[src/rtl/cordic_pkg.sv]
// Shared constants and types for the iterative CORDIC engine.
// The ATAN table holds round(atan(2^-i) * 2^30) for i = 0..31.
package cordic_pkg;

  localparam int FRAC = 30;

  localparam logic [31:0] INV_K = 32'h26DD3B6A;

  localparam logic [31:0] ATAN [32] = '{
    32'h3243F6A9, 32'h1DAC6705, 32'h0FADBAFD, 32'h07F56EA7,
    32'h03FEAB77, 32'h01FFD55C, 32'h00FFFAAB, 32'h007FFF55,
    32'h003FFFEB, 32'h001FFFFD, 32'h00100000, 32'h00080000,
    32'h00040000, 32'h00020000, 32'h00010000, 32'h00008000,
    32'h00004000, 32'h00002000, 32'h00001000, 32'h00000800,
    32'h00000400, 32'h00000200, 32'h00000100, 32'h00000080,
    32'h00000040, 32'h00000020, 32'h00000010, 32'h00000008,
    32'h00000004, 32'h00000002, 32'h00000001, 32'h00000000
  };

  typedef enum logic [1:0] {
    IDLE = 2'd0,
    RUN  = 2'd1,
    DONE = 2'd2
  } state_e;

  typedef enum logic {
    MODE_ROT = 1'b0,
    MODE_VEC = 1'b1
  } mode_e;

  // High-ones mask that sign-fills a logical right shift by sh bits.
  function automatic logic [31:0] sra_mask(input logic [4:0] sh);
    return ~(32'hFFFF_FFFF >> sh);
  endfunction

endpackage

[src/rtl/shift.sv]
// 32-bit logical barrel shifter: rightleft=0 shifts right, 1 shifts left.
// Zeros are shifted in from either end.
module shift (
  input  logic [31:0] data_in,
  input  logic        rightleft,
  input  logic [4:0]  shift_amount,
  output logic [31:0] data_out
);

  assign data_out = rightleft ? (data_in << shift_amount) : (data_in >> shift_amount);

endmodule

[src/rtl/cordic_iter_core.sv]
// Iterative CORDIC: one micro-rotation per clock, rotation or vectoring mode.
// States: IDLE wait for sample | RUN one micro-rotation per clk | DONE hold result until taken
module cordic_iter_core
  import cordic_pkg::*;
#(
  parameter int N_ITER = 24,
  parameter int W      = 32
) (
  input  logic         clk,
  input  logic         rst_n,
  input  logic         i_in_valid,
  output logic         o_in_ready,
  input  logic         i_in_mode,
  input  logic [W-1:0] i_in_x,
  input  logic [W-1:0] i_in_y,
  input  logic [W-1:0] i_in_z,
  output logic         o_out_valid,
  input  logic         i_out_ready,
  output logic [W-1:0] o_out_x,
  output logic [W-1:0] o_out_y,
  output logic [W-1:0] o_out_z
);

  localparam logic [4:0] LAST_I = 5'(N_ITER - 1);

  state_e       r_state;
  mode_e        r_mode;
  logic [4:0]   r_i;
  logic [W-1:0] r_x, r_y, r_z;
  logic         r_in_ready;
  logic         r_out_valid;

  logic [W-1:0] w_x_shr, w_y_shr, w_mask, w_x_sra, w_y_sra;
  logic [W-1:0] w_atan, w_x_nxt, w_y_nxt, w_z_nxt;
  logic         w_d_pos;

  shift u_shift_x (
    .data_in      (r_x),
    .rightleft    (1'b0),
    .shift_amount (r_i),
    .data_out     (w_x_shr)
  );

  shift u_shift_y (
    .data_in      (r_y),
    .rightleft    (1'b0),
    .shift_amount (r_i),
    .data_out     (w_y_shr)
  );

  // Arithmetic shift = logical shift with the vacated high bits refilled by the sign.
  assign w_mask  = sra_mask(r_i);
  assign w_x_sra = w_x_shr | (r_x[W-1] ? w_mask : '0);
  assign w_y_sra = w_y_shr | (r_y[W-1] ? w_mask : '0);
  assign w_atan  = ATAN[r_i];

  assign w_d_pos = (r_mode == MODE_ROT) ? ~r_z[W-1] : r_y[W-1];
  assign w_x_nxt = w_d_pos ? (r_x - w_y_sra) : (r_x + w_y_sra);
  assign w_y_nxt = w_d_pos ? (r_y + w_x_sra) : (r_y - w_x_sra);
  assign w_z_nxt = w_d_pos ? (r_z - w_atan)  : (r_z + w_atan);

  always_ff @(posedge clk or negedge rst_n) begin
    if (!rst_n) begin
      r_state     <= IDLE;
      r_mode      <= MODE_ROT;
      r_i         <= '0;
      r_x         <= '0;
      r_y         <= '0;
      r_z         <= '0;
      r_in_ready  <= 1'b0;
      r_out_valid <= 1'b0;
    end else begin
      case (r_state)
        IDLE: begin
          r_in_ready <= 1'b1;
          if (i_in_valid && r_in_ready) begin
            r_x        <= i_in_x;
            r_y        <= i_in_y;
            r_z        <= i_in_z;
            r_mode     <= mode_e'(i_in_mode);
            r_i        <= '0;
            r_in_ready <= 1'b0;
            r_state    <= RUN;
          end
        end
        RUN: begin
          r_x <= w_x_nxt;
          r_y <= w_y_nxt;
          r_z <= w_z_nxt;
          r_i <= r_i + 5'd1;
          if (r_i == LAST_I) begin
            r_out_valid <= 1'b1;
            r_state     <= DONE;
          end
        end
        DONE: begin
          if (i_out_ready) begin
            r_out_valid <= 1'b0;
            r_in_ready  <= 1'b1;
            r_state     <= IDLE;
          end
        end
        default: r_state <= IDLE;
      endcase
    end
  end

  assign o_in_ready  = r_in_ready;
  assign o_out_valid = r_out_valid;
  assign o_out_x     = r_x;
  assign o_out_y     = r_y;
  assign o_out_z     = r_z;

endmodule

[config.mk]
export PLATFORM = sky130hd
export DESIGN_NAME = cordic_iter_core
export DESIGN_NICKNAME = d
export VERILOG_FILES = /design/src/rtl/cordic_pkg.sv /design/src/rtl/shift.sv /design/src/rtl/cordic_iter_core.sv
export SDC_FILE = /design/constraint.sdc
export NUM_CORES = 1
export LEC_CHECK = 0
export ABC_AREA = 1
export CELL_PAD_IN_SITES_DETAIL_PLACEMENT = 0
export CELL_PAD_IN_SITES_GLOBAL_PLACEMENT = 2
export CORE_ASPECT_RATIO = 2
export CORE_UTILIZATION = 33
export CTS_BUF_LIST = sky130_fd_sc_hd__clkbuf_16
export DETAILED_ROUTE_END_ITERATION = 6
export PLACE_DENSITY = 0.9
export SKIP_LAST_GASP = 1
export SLEW_MARGIN = 10
export SYNTH_ARGS = -nofsm -noshare
export SYNTH_HDL_FRONTEND = slang
export SYNTH_SLANG_ARGS = --single-unit
[constraint.sdc]
create_clock -name clk -period 10.7 [get_ports clk]
set_input_delay 2.14 -clock clk [delete_from_list [all_inputs] [get_ports clk]]
set_output_delay 2.14 -clock clk [all_outputs]
set_load 0.005 [all_outputs]
After elaboration in Yosys (flattened, before gate mapping)
Memories as Yosys holds them, arrays and structs flattened.
Index checks and enable logic that the tools add are counted.
Storage, ports and cells
  flip-flop bits (word level): 106
  ROM bits: 1024
  input bits: 101
  output and inout port bits: 98
  word-level logic and storage cells: 67
  memories: 1
Memory list
  (name not given): depth 32, bits a word 32, read ports 1, clocked after Yosys merged registers in 0, write ports 0, line cordic_iter_core.sv:55  | assign w_atan = ATAN[r_i];
Operators by class
  add/subtract/negate cells: 7
  $lt $le $gt $ge: 1
  equal/unequal tests: 6
  shift operators: 3
  muxes and demuxes: 26
  bitwise logic cells: 5
  reduce and logical (&&, ||, !) cells: 10
Operator list (number)
  two-way mux 32 bit: 10
  one-hot mux 32 bit (2 select lines): 3
  adder 32 bit: 3
  subtractor 32 bit: 3
  bitwise OR 32 bit: 2
  >> shifter 32 x 5 -> 32 bit: 2
  inverter 32 bit: 1
  >> shifter 32 x 5 -> 32 bit, first input constant: 1
  one-hot mux 5 bit (2 select lines): 1
  greater-or-equal comparator 6 bit, second input constant: 1
  two-way mux 2 bit: 3
  inequality test 2 bit, second input constant: 3
  inverter 5 -> 6 bit: 1
  one-hot mux 2 bit (3 select lines): 1
  AND reduction 2 bit: 3
  AND reduction 3 bit: 2
  nonzero test 2 bit: 3
  adder 5 x 1 -> 5 bit, second input constant: 1
  equality test 5 bit, second input constant: 1
  two-way mux 1 bit: 5
  two-way mux 5 bit: 1
  one-hot mux 1 bit (2 select lines): 2
  equality test 2 x 1 -> 1 bit, second input constant: 1
  equality test 2 bit, second input constant: 1
  3 further kinds: 3

Longest topological paths before layout
  depth in word-level cells: 7
  mapped depth: 35
  depth with buffers taken out: 33

By module
Synthesis repeated with hierarchy kept, for this count alone.
Second synthesis, totals
  cells, all modules: 3579
  area, all modules: 20721.1 um^2
Modules (own cells, without submodules)
  cordic_iter_core: instances 1, cells each 2317, area an instance 14127.3 um^2, sequential area each 2652.5 um^2
  shift: instances 2, cells each 631, area an instance 3296.9 um^2, sequential area each 0.0 um^2

Worst setup path before layout
No wires, ideal clock.
  path type: reg2reg
  start point: reg r_i[1]
  end point: reg r_z[24] (netlist: o_out_z[24])
  setup time: 66 ps
  arrival time: 4345 ps
  data required time: 10634 ps
  path slack: 6289 ps
  cell stages (with the launch flop): 28
  path buffers: 2
  period minus slack after synthesis: 4411 ps
  path through: dfrtp_1 > inv_2 > buf_6 > buf_4 > ha_1 > inv_1 > nor2_1 > nor2_1 > nor2_1 > a21oi_1 > nand2_1 > nor3_2 > nand2_1 > o31ai_1 > o21ai_1 > xnor2_1 > ha_1 > a21oi_1 > inv_1 > a31oi_1 > a21boi_0 > o21ai_0 > a21boi_0 > o21ai_0 > or2_2 > nand3_1 > nand2_1 > nand2_1
On the way
  longest elaborated chain between the ends: 7
  elaborated cells between the ends (all ways): 8
  classes of those cells: 2 x add/sub; 4 x mux; 1 x bitwise; 1 x memory
RTL lines
  from (decl): line cordic_iter_core.sv:28  | logic [4:0] r_i;
  from (signal assigned): line cordic_iter_core.sv:90  | r_i <= r_i + 5'd1;
  inverter 5 -> 6 bit (implied by the code) (*): line cordic_iter_core.sv:55
  memory read (32 x 32 bit) (*)
  two-way mux 32 bit (implied by the code) (*) (2 in a row): line cordic_iter_core.sv:55
  adder 32 bit or subtractor 32 bit (tied branches): line cordic_iter_core.sv:60  | assign w_z_nxt = w_d_pos ? (r_z - w_atan) : (r_z + w_atan);
  two-way mux 32 bit (*): line cordic_iter_core.sv:60
  one-hot mux 32 bit (2 select lines) (*): line cordic_iter_core.sv:73  | case (r_state)
  to (signal assigned): line cordic_iter_core.sv:79  | r_z <= i_in_z;
  to (signal assigned): line cordic_iter_core.sv:89  | r_z <= w_z_nxt;
  to (decl): line cordic_iter_core.sv:29  | logic [W-1:0] r_x, r_y, r_z;
Mark *: on every way between the ends. The rest lies on a longest branch, timed or not. The select of a mux whose other input is x is not followed.
A chain may end at the register's enable or synchronous reset.

Worst setup path in the final report
  start point: reg r_i[0]
  end point: reg r_x[29] (netlist: o_out_x[29])
On the way
  longest elaborated chain between the ends: 7
  elaborated cells between the ends (all ways): 9
  classes of those cells: 2 x add/sub; 2 x shift; 3 x mux; 2 x bitwise
RTL lines
  >> shifter 32 x 5 -> 32 bit: line cordic_pkg.sv:33  | return ~(32'hFFFF_FFFF >> sh);
  inverter 32 bit: line cordic_pkg.sv:33
  two-way mux 32 bit: line cordic_iter_core.sv:54  | assign w_y_sra = w_y_shr | (r_y[W-1] ? w_mask : '0);
  bitwise OR 32 bit (*): line cordic_iter_core.sv:54
  adder 32 bit or subtractor 32 bit (tied branches): line cordic_iter_core.sv:58  | assign w_x_nxt = w_d_pos ? (r_x - w_y_sra) : (r_x + w_y_sra);
  two-way mux 32 bit (*): line cordic_iter_core.sv:58
  one-hot mux 32 bit (2 select lines) (*): line cordic_iter_core.sv:73
  to (signal assigned): line cordic_iter_core.sv:77  | r_x <= i_in_x;
  to (signal assigned): line cordic_iter_core.sv:87  | r_x <= w_x_nxt;
  to (decl): line cordic_iter_core.sv:29
Mark *: on every way between the ends. The rest lies on a longest branch, timed or not.

==> impl_metrics.env <==
export IMPL_endpoint_of_the_most_critical_register_to_register_path="o_out_x[29]"
export IMPL_cell_area_after_technology_mapping_um2=16600
export IMPL_ctsLongestPathBuffers=2
export IMPL_cts_root_buffer_cell="sky130_fd_sc_hd__clkbuf_16"
export IMPL_core_rowCount=116
export IMPL_cts_hold_fix_buffers=0
export IMPL_grt_ovfl_total=0
export IMPL_antenna_found_initial=1
export IMPL_ios=199
export IMPL_outcome="complete, no violations"
export IMPL_cp_slowest_cell="sky130_fd_sc_hd__o21ai_0"
export IMPL_final_net_count=3144
export IMPL_cts_inserted_buffers=9
export IMPL_setup_viol=0
export IMPL_cts_resized_gates=0
export IMPL_synthesis_nets=3021
export IMPL_final_fill_count=5593
export IMPL_worstHoldEndpoint="o_out_z[22]"
export IMPL_die_x_um=161
export IMPL_setup_reg_to_reg_worst_slack_ns=3.37
export IMPL_synth_enable_flop_cells=0
export IMPL_coreArea_um2=49900
export IMPL_first_pass_grt_wire_length_um=132000
export IMPL_drt_total_wl_um=90200
export IMPL_timing_final_hold_violations=0
export IMPL_timing_clock_skew_ns=0.0189
export IMPL_worstSetupPathType="register to register"
export IMPL_port_buffers=198
export IMPL_yosys_warnings=0
export IMPL_postRouteAntennaNets=0
export IMPL_achievable_frequency_ghz=0.136
export IMPL_layout_min_cycle_time_ns=7.33
export IMPL_maxSlewViolCount=0
export IMPL_detail_route_drc_violations=0
export IMPL_synth_sequential_area_ratio_pct=16.0
export IMPL_path_clk_slew_ns=0.11
export IMPL_die_area_um2=51300
export IMPL_synth_async_reset_ratio_pct=100
export IMPL_syn_avg_cell_area_um2=5.92
export IMPL_first_global_vias=20600
export IMPL_dr_first_iter_drc_count=1653
export IMPL_cp_data_arrival_time_ns=7.66
export IMPL_post_cts_setup_buffers=0
export IMPL_grt_max_degree=76
export IMPL_cp_common_cell="sky130_fd_sc_hd__nand2_1"
export IMPL_worst_skew_pair_late_latency_ns=0.42
export IMPL_drive_gt1_share_pct=5.45
export IMPL_detail_route_vias_per_cell=5.65
export IMPL_max_slew_worst_pin_slew_ns=1.28
export IMPL_mostFrequentLayoutCell="sky130_fd_sc_hd__nand2_1"
export IMPL_min_delay_path_class="register to register"
export IMPL_dr_total_vias=20300
export IMPL_number_of_distinct_library_cells_after_synthesis=61
export IMPL_place_hpwl_um=71000
export IMPL_timing_critical_path_to_type="register"
export IMPL_grt_setup_unrepaired="false"
export IMPL_worst_hold_startpoint="o_out_z[22]"
export IMPL_syn_to_final_growth_pct=16.6
export IMPL_worst_setup_path_start_kind="register"
export IMPL_timing_hold_worst_path_depth=2
export IMPL_drv_cap=0
export IMPL_die_y_um=319
export IMPL_cp_data_required_time_ns=11.02
export IMPL_r2r_cell_count=28
export IMPL_layout_worst_path_cycle_share_pct=68.5
export IMPL_h_tree_depth=3
export IMPL_wl_per_cell_um=25.2
export IMPL_crit_reg2reg_launch="r_i[0]"
export IMPL_timing_max_slew_rel_slack_pct=13.6
export IMPL_tritoncts_num_sinks=106
export IMPL_synthesis_instances=2807
export IMPL_final_cell_mix="sky130_fd_sc_hd__nand2_1 (787), sky130_fd_sc_hd__nand3_1 (347), sky130_fd_sc_hd__nor2_1 (283), sky130_fd_sc_hd__inv_1 (234), sky130_fd_sc_hd__clkdlybuf4s50_1 (197)"
export IMPL_crit_fanout=75
export IMPL_critical_path_max_stage_delay_ns=1.04
export IMPL_fin_setup_tns_ns=0
export IMPL_detail_route_first_pass_iterations=6
export IMPL_ys_seq_elements=106
export IMPL_synth_main_ff_cell="sky130_fd_sc_hd__dfrtp_1"
export IMPL_gpl_final_weighted_congestion=1.09
export IMPL_track_usage_pct=35.3
export IMPL_initial_utilization_pct=33.3
export IMPL_tritoncts="yes"
registers in the layout (all words and copies together) (netlist names):
signal,flops
o_out_y,32
o_out_x,32
r_i,5
o_out_valid,1
o_in_ready,1
r_state,2
o_out_z,32
r_mode,1
worst max-delay path by stage:
stage,from,to,slack [ns],depth (start not counted)
floorplan,r_i[1],o_out_z[24],6.29,27
global placement,r_i[0],o_out_x[29],4.13,28
detailed placement,r_i[1],o_out_x[17],4.05,28
CTS,r_i[1],o_out_x[17],3.99,28
global route,r_i[0],o_out_x[29],3.21,28
finish,r_i[0],o_out_x[29],3.37,28
kinds of logic (layout without fill, tap and decap cells):
family | Yosys count | in the layout | synth area share (%)
DFF | 106 | 106 | 16.0
AOI/OAI and AO/OA | 514 | 514 | 17.7
buffers and inverters | 369 | 497 | 9.50
xor gates and xnor gates | 125 | 125 | 6.59
other | 0 | 1 | 0
adders and majority gates | 113 | 113 | 8.64
and+or+nand+nor | 1580 | 1580 | 41.6
layout make-up:
class	count	area [µm²]	area share [%]
Multi-Input combinational cell	2332	12400	64.1
Sequential cell	106	2660	13.7
Timing Repair Buffer	230	2220	11.5
Inverter	251	948	4.90
Tap cell	649	812	4.19
Clock buffer	9	225	1.16
Clock inverter	7	96.3	0.497
Antenna cell	1	2.50	0.0129
worst max-delay path, delay by kind of cell, from the launching register on:
kind            cells  cell delay [ns]
compound gates      4             1.70
xor+xnor            1             0.13
fa+ha+maj           2             0.79
buf+inv             3             1.23
flops               1             0.40
simple gates       18             2.94
per-stage QoR:
| stage | cell area [µm²] | utilization (%) | worst slack [ns] | hold WS (ns) | instances |
|---|---|---|---|---|---|
| final | 19400 | 38.8 | 3.37 | 0.527 | 3585 |
| after global routing | 19400 | 38.8 | 3.21 | 0.572 | 3584 |
| after CTS | 19400 | 38.8 | 3.99 | 0.534 | 3583 |
| after detailed placement | 19000 | 38.1 | 4.05 | 0.510 | 3567 |
| after global placement | 19000 | 38.1 | 4.13 | 0.508 | 3567 |
| after floorplan | 16600 | - | 6.29 | 0.483 | 2807 |
Yosys cell counts (16+ instances only):
| cell | n | area share [%] |
|---|---|---|
| sky130_fd_sc_hd__ha_1 | 110 | 8.3 |
| sky130_fd_sc_hd__xor2_1 | 80 | 4.2 |
| sky130_fd_sc_hd__a31oi_1 | 22 | 0.83 |
| sky130_fd_sc_hd__xnor2_1 | 45 | 2.4 |
| sky130_fd_sc_hd__inv_1 | 235 | 5.3 |
| sky130_fd_sc_hd__a21oi_1 | 183 | 5.5 |
| sky130_fd_sc_hd__o211ai_1 | 42 | 1.9 |
| sky130_fd_sc_hd__nand3_1 | 347 | 10 |
| sky130_fd_sc_hd__nand2_1 | 787 | 18 |
| sky130_fd_sc_hd__o21ai_0 | 164 | 4.9 |
| sky130_fd_sc_hd__nor2_1 | 286 | 6.5 |
| sky130_fd_sc_hd__nand4_1 | 22 | 0.83 |
| sky130_fd_sc_hd__clkbuf_1 | 57 | 1.3 |
| sky130_fd_sc_hd__o21ai_1 | 21 | 0.63 |
| sky130_fd_sc_hd__nor3_1 | 29 | 0.87 |
| sky130_fd_sc_hd__buf_2 | 29 | 0.87 |
| sky130_fd_sc_hd__or2_2 | 16 | 0.60 |
| sky130_fd_sc_hd__nand3_2 | 18 | 1.1 |
| sky130_fd_sc_hd__dfrtp_1 | 106 | 16 |
per-layer routing:
metal  share of wire (%)  global-route usage (%)  vias to the layer above
li1                    -                       -                     9639
met1                  34                    33.4                     9613
met2                  52                    65.9                      745
met3                 4.8                    6.03                      272
met4                 9.3                    28.7                        0
met5                   0                       0                        -
Power is not shown: default switching activity piles up to over one toggle a cycle in this logic, so the estimate is an artifact.
